File: src/rtl/data_mem_pkg.sv
// data_mem_pkg: shared encodings for the data-memory arbiter and the load/store unit.
// Contents:
//   SIZE_*    2-bit access-size encodings that also drive the memory MemWrite/MemRead strobes.
//   state_e   arbiter sequencer states.
//   PORT0/1   requester ids (0 = pipeline load/store unit, 1 = DMA/debug loader).
package data_mem_pkg;

  localparam logic [1:0] SIZE_NONE = 2'b00;
  localparam logic [1:0] SIZE_WORD = 2'b01;
  localparam logic [1:0] SIZE_HALF = 2'b10;
  localparam logic [1:0] SIZE_BYTE = 2'b11;

  typedef enum logic [1:0] {
    IDLE   = 2'd0,
    ACCESS = 2'd1,
    RESP   = 2'd2
  } state_e;

  localparam logic PORT0 = 1'b0;
  localparam logic PORT1 = 1'b1;

endpackage

File: src/rtl/data_mem_align_check.sv
// data_mem_align_check: combinational legality check for one memory access.
// Ports:
//   i_size  access size (SIZE_* encoding)
//   i_addr  byte address
//   o_err   1 when the size is invalid, the address is misaligned for the size,
//           or the address lies at or beyond MEM_BYTES
module data_mem_align_check
  import data_mem_pkg::*;
#(
  parameter int unsigned MEM_BYTES = 4096
) (
  input  logic [1:0]  i_size,
  input  logic [31:0] i_addr,
  output logic        o_err
);

  always_comb begin
    o_err = 1'b0;
    case (i_size)
      SIZE_NONE: o_err = 1'b1;
      SIZE_WORD: o_err = (i_addr[1:0] != 2'b00);
      SIZE_HALF: o_err = i_addr[0];
      default:   o_err = 1'b0;
    endcase
    if (i_addr >= 32'(MEM_BYTES)) begin
      o_err = 1'b1;
    end
  end

endmodule

File: src/rtl/data_mem_arbiter.sv
// data_mem_arbiter: two-port arbiter/sequencer in front of the single-ported data memory.
// Each granted access spends one ACCESS cycle (Gnt + memory strobes) and one RESP cycle
// (Done/Err/RData). Port 0 wins by default; port 1 is forced through after MAX_WAIT
// consecutive lost arbitrations.
// Ports:
//   Clk, Rst_n                 clock, asynchronous active-low reset
//   Req/We/Size/Addr/WData 0,1 request fields, held stable until the matching Gnt
//   Gnt0/Gnt1                  one-cycle grant pulse (ACCESS)
//   Done0/Done1, Err0/Err1     one-cycle response pulse and reject flag (RESP)
//   RData0/RData1              load data, updated only by error-free loads
//   MemAddress/MemWriteData    memory address / store data (hold outside ACCESS)
//   MemWrite/MemRead           memory size strobes, non-zero only in ACCESS
//   MemReadData                memory read data, sampled at the edge ending ACCESS
module data_mem_arbiter
  import data_mem_pkg::*;
#(
  parameter int unsigned MEM_BYTES = 4096,
  parameter int unsigned MAX_WAIT  = 4
) (
  input  logic        Clk,
  input  logic        Rst_n,
  input  logic        Req0,
  input  logic        Req1,
  input  logic        We0,
  input  logic        We1,
  input  logic [1:0]  Size0,
  input  logic [1:0]  Size1,
  input  logic [31:0] Addr0,
  input  logic [31:0] Addr1,
  input  logic [31:0] WData0,
  input  logic [31:0] WData1,
  output logic        Gnt0,
  output logic        Gnt1,
  output logic        Done0,
  output logic        Done1,
  output logic        Err0,
  output logic        Err1,
  output logic [31:0] RData0,
  output logic [31:0] RData1,
  output logic [31:0] MemAddress,
  output logic [31:0] MemWriteData,
  output logic [1:0]  MemWrite,
  output logic [1:0]  MemRead,
  input  logic [31:0] MemReadData
);

  localparam int unsigned WaitW = (MAX_WAIT > 0) ? $clog2(MAX_WAIT + 1) : 1;

  state_e             r_state, w_state_next;
  logic [WaitW-1:0]   r_wait1, w_wait1_next;
  logic               r_id;
  logic               r_we;
  logic               r_err;
  logic [1:0]         r_size;
  logic [31:0]        r_addr;
  logic [31:0]        r_wdata;
  logic [31:0]        r_rdata0;
  logic [31:0]        r_rdata1;

  logic               w_arb;
  logic               w_win1;
  logic               w_win_we;
  logic [1:0]         w_win_size;
  logic [31:0]        w_win_addr;
  logic [31:0]        w_win_wdata;
  logic               w_win_err;

  // Arbitration happens in IDLE and RESP; ACCESS is the single busy cycle.
  always_comb begin
    w_arb       = (r_state != ACCESS) && (Req0 || Req1);
    w_win1      = Req1 && (!Req0 || (r_wait1 == WaitW'(MAX_WAIT)));
    w_win_we    = w_win1 ? We1    : We0;
    w_win_size  = w_win1 ? Size1  : Size0;
    w_win_addr  = w_win1 ? Addr1  : Addr0;
    w_win_wdata = w_win1 ? WData1 : WData0;
  end

  data_mem_align_check #(
    .MEM_BYTES (MEM_BYTES)
  ) u_align_check (
    .i_size (w_win_size),
    .i_addr (w_win_addr),
    .o_err  (w_win_err)
  );

  always_comb begin
    w_state_next = r_state;
    unique case (r_state)
      IDLE, RESP: w_state_next = (Req0 || Req1) ? ACCESS : IDLE;
      ACCESS:     w_state_next = RESP;
      default:    w_state_next = IDLE;
    endcase
  end

  // Wait1 counts lost arbitrations of a pending port-1 request; it holds through
  // ACCESS and saturates at MAX_WAIT.
  always_comb begin
    w_wait1_next = r_wait1;
    if (!Req1) begin
      w_wait1_next = '0;
    end else if (w_arb) begin
      if (w_win1) begin
        w_wait1_next = '0;
      end else if (r_wait1 != WaitW'(MAX_WAIT)) begin
        w_wait1_next = r_wait1 + WaitW'(1);
      end
    end
  end

  always_ff @(posedge Clk or negedge Rst_n) begin
    if (!Rst_n) begin
      r_state  <= IDLE;
      r_wait1  <= '0;
      r_id     <= PORT0;
      r_we     <= 1'b0;
      r_err    <= 1'b0;
      r_size   <= SIZE_NONE;
      r_addr   <= '0;
      r_wdata  <= '0;
      r_rdata0 <= '0;
      r_rdata1 <= '0;
    end else begin
      r_state <= w_state_next;
      r_wait1 <= w_wait1_next;
      if (w_arb) begin
        r_id    <= w_win1 ? PORT1 : PORT0;
        r_we    <= w_win_we;
        r_size  <= w_win_size;
        r_addr  <= w_win_addr;
        r_wdata <= w_win_wdata;
        r_err   <= w_win_err;
      end
      // Memory read data settles at the ACCESS negedge; capture it at the edge ending ACCESS.
      if ((r_state == ACCESS) && !r_err && !r_we) begin
        if (r_id == PORT1) begin
          r_rdata1 <= MemReadData;
        end else begin
          r_rdata0 <= MemReadData;
        end
      end
    end
  end

  always_comb begin
    MemWrite = SIZE_NONE;
    MemRead  = SIZE_NONE;
    if ((r_state == ACCESS) && !r_err) begin
      if (r_we) begin
        MemWrite = r_size;
      end else begin
        MemRead = r_size;
      end
    end
  end

  // The latched fields only change on a grant, so they double as the held memory bus.
  assign MemAddress   = r_addr;
  assign MemWriteData = r_wdata;

  assign Gnt0  = (r_state == ACCESS) && (r_id == PORT0);
  assign Gnt1  = (r_state == ACCESS) && (r_id == PORT1);
  assign Done0 = (r_state == RESP) && (r_id == PORT0);
  assign Done1 = (r_state == RESP) && (r_id == PORT1);
  assign Err0  = Done0 && r_err;
  assign Err1  = Done1 && r_err;

  assign RData0 = r_rdata0;
  assign RData1 = r_rdata1;

endmodule

File: config.mk
export PLATFORM = sky130hd
export DESIGN_NAME = data_mem_arbiter
export DESIGN_NICKNAME = d
export VERILOG_FILES = /design/src/rtl/data_mem_pkg.sv /design/src/rtl/data_mem_align_check.sv /design/src/rtl/data_mem_arbiter.sv
export SDC_FILE = /design/constraint.sdc
export NUM_CORES = 1
export LEC_CHECK = 0
export ABC_AREA = 1
export CORE_ASPECT_RATIO = 0.8
export CORE_MARGIN = 2
export CORE_UTILIZATION = 40
export CTS_CLUSTER_DIAMETER = 30
export DETAILED_ROUTE_END_ITERATION = 16
export PLACE_DENSITY_LB_ADDON = 0.25
export RECOVER_POWER = 50
export SLEW_MARGIN = 10
export SYNTH_ARGS = -nofsm -noshare
export SYNTH_HDL_FRONTEND = slang
export SYNTH_SLANG_ARGS = --single-unit
export TNS_END_PERCENT = 50
File: constraint.sdc
create_clock -name Clk -period 2.2 [get_ports Clk]
set_clock_uncertainty 0.05 [all_clocks]
set_input_delay 0.44 -clock Clk [delete_from_list [all_inputs] [get_ports Clk]]
set_output_delay 0.44 -clock Clk [all_outputs]
set_load 0.01 [all_outputs]
==> run metrics <==
clock transition at the registers of the reported paths=0.06 ns; worst slew margin relative to its limit=14.6%; Setup-failing EPs final=0; dpl cell area=9480 um^2; Hold Violations, Final=0; xor and xnor fraction of the mapped netlist area=less than 1%; WL/cell=16.7 um; initial antenna violation count=3; flops & latches, synth=138; WL final=20.5 mm; mapped cell area=6110 um^2; utilization after layout=between 60% and 70%; # fillers=1218; Max Buffers Root-to-Sink=2; max-cap viol count=0; final period demand of the worst path=about 2.1 ns; Fmax achieved=479 MHz; syn_area_per_cell=8.52 um^2; post-synth cell types=27; DR vias=6030; global route overflow=0; first-pass GRT wire length=approximately 32 mm; num rows=40; most frequent cells in the layout=clkdlybuf4s50_1, nand2_1, dfrtp_1, nor2_1, o21ai_0; DR DRC count=0; Final #Nets=roughly 1200; clk root buf=clkbuf_16; io pins=between 300 and 400; die footprint=16300 um^2; diodes inserted=0; vias in the first global route=between 6000 and 7000; Syn-to-layout area delta=64.5%; Initial Util=40.9%; worst hold path class=flip-flop to flip-flop; Routed Antenna Nets=0; class of the most critical setup path=flip-flop to primary output; placed cell count=1196; H-tree lvl count=4; total global-route track usage=25.4%; largest family of logic cells by synthesized area=simple AND/OR/NAND/NOR gates; largest net degree at the start of global routing=65; final total negative setup slack=0 ns; max-slew violation count=0; Die H=roughly 110 um; most common cell after layout, fill and taps aside=clkdlybuf4s50_1; data required time of the worst path=1.71 ns; CP startpoint kind=flip-flop; Crit Path Max Fanout=5; Die X=~140 um; cell area after layout=10100 um^2; status=complete, no violations; Compound-Gate Fraction of Synth Area=around 15%; DR vias/cell=4.92; Syn Inst Count=718; layout cell share with drive strength beyond 1=under 10%; Seq/Total Area, Yosys=56.5%; Syn Nets=between 800 and 900; Power Dens Cells=796 nW/um^2; critical path endpoint category=primary output; Worst-Margin Slew=1.28 ns; DP Wirelength=15.1 mm; Non-Filler Instances=between 1000 and 1500; core area=roughly 15000 um^2; mux cell area share after synthesis=0%; drt first pass iters=7; post-synthesis simple-gate area fraction=between 20% and 30%; Ys Warns=0; RSZ-0062 raised after global routing=no; CP arrival=1.60 ns; clock sinks=~140; Power Total=8.01 mW; Worst VDD drop=0.542 mV; CTS Buf Count=17; DRT iter0 DRCs=341; CTS tree=done; port bufs=roughly 310; Final Wtd Congestion=0.937; Synth Area in Adders=0.409%; static leakage=about 4.6 nW; post-route clock period utilization=94.8%; worst-skew pair later-pin latency=0.41 ns
==> state kept, by name, indices dropped and copies added, names as in the netlist <==
| register | cells |
|---|---|
| r_state | 2 |
| MemWriteData | 32 |
| RData0 | 32 |
| r_size | 2 |
| r_wait1 | 3 |
| r_we | 1 |
| r_id | 1 |
| RData1 | 32 |
| MemAddress | 32 |
| r_err | 1 |
==> per-stage QoR <==
step	setup slack, ns	hold WS (ns)
final	0.114	0.431
after global routing	0.00571	0.447
after global placement	0.124	0.358
after detailed placement	0.106	0.360
after CTS	0.0438	0.436
after floorplan	0.582	0.0944
==> routing by layer <==
metal | part of all wire (%) | up-vias | GRT usage, % | wire length (um)
met3 | 9.7 | 23 | 10.0 | 1980
met5 | 0.063 | - | 0 | 13
met4 | 1.4 | 2 | 7.13 | 278
li1 | - | 2938 | - | -
met1 | 40 | 2816 | 30.8 | 8230
met2 | 49 | 251 | 42.3 | 10000
==> cells in the mapped netlist <==
cell / number / area, um^2
o22ai_1: 1 / 6.26
a31oi_1: 22 / 138
o21ai_1: 11 / 55.1
o21ai_0: 69 / 345
a21oi_1: 66 / 330
buf_6: 5 / 56.3
buf_2: 24 / 120
dfrtp_1: 138 / 3450
nand3_1: 18 / 90.1
nand2_2: 7 / 43.8
nor3_1: 4 / 20.0
nor2_1: 74 / 278
clkbuf_2: 1 / 5.00
nor2_4: 1 / 11.3
nand3_4: 2 / 35.0
nand3b_1: 8 / 60.1
inv_2: 2 / 7.51
o21ai_2: 2 / 17.5
nor4_1: 2 / 12.5
xnor2_1: 1 / 8.76
nand2_1: 187 / 702
nand2_4: 2 / 22.5
inv_1: 56 / 210
clkbuf_1: 10 / 37.5
ha_1: 2 / 25.0
buf_4: 2 / 15.0
o41ai_1: 1 / 8.76
==> critical path, stage by stage, from the launching register on <==
cell and delay, ns:
dfrtp_1 0.36, inv_1 0.13, nand2_2 0.09, nor2_4 0.11
inv_1 0.06, nor3_1 0.12, dlygate4sd2_1 0.29
==> final timing paths <==
kind	from	endpoint	slack [ns]	cells after the start
min reg2reg	RData0[12]	RData0[12]	0.43	2
max reg2reg	r_state[1]	RData1[10]	0.28	6
min	RData0[12]	RData0[12]	0.43	2
max in group asynchronous	Rst_n	r_err	0.44	2
min in group asynchronous	Rst_n	RData0[12]	0.80	2
max	r_state[1]	MemWrite[0]	0.11	6
==> timing repair <==
action | 4_1_cts | 5_1_grt
resized for setup | 9 | 3
hold endpoints to repair | 43 | 0
setup endpoints to repair | 8 | 3
hold buffers | 1 | 0
setup buffers | 0 | 0
gates cloned | 0 | 0
==> kinds of logic (layout without fill, tap and decap cells) <==
logic type,Yosys count,count (layout)
and+or+nand+nor,305,305
AOI/OAI and AO/OA,172,172
DFF,138,138
buffers and inverters,100,418
adders and majority gates,2,2
xor gates and xnor gates,1,1
==> cell type report <==
type | count | area, um^2 | share of cell area, %
clock buffer | 20 | 467 | 4.64
multi-input combinational | 480 | 2220 | 22.0
timing repair buffer | 332 | 3320 | 33.0
clock inverter | 8 | 145 | 1.44
sequential | 138 | 3450 | 34.3
tap | 189 | 236 | 2.35
inverter | 58 | 218 | 2.16
==> power by group <==
| part | internal, mW | switching [mW] | total, mW |
|---|---|---|---|
| combinational | 1.05 | 0.885 | 1.94 |
| sequential | 2.87 | 0.202 | 3.07 |
| clock | 1.96 | 1.04 | 3.00 |
No activity file was read; power rests on OpenSTA's default activity.
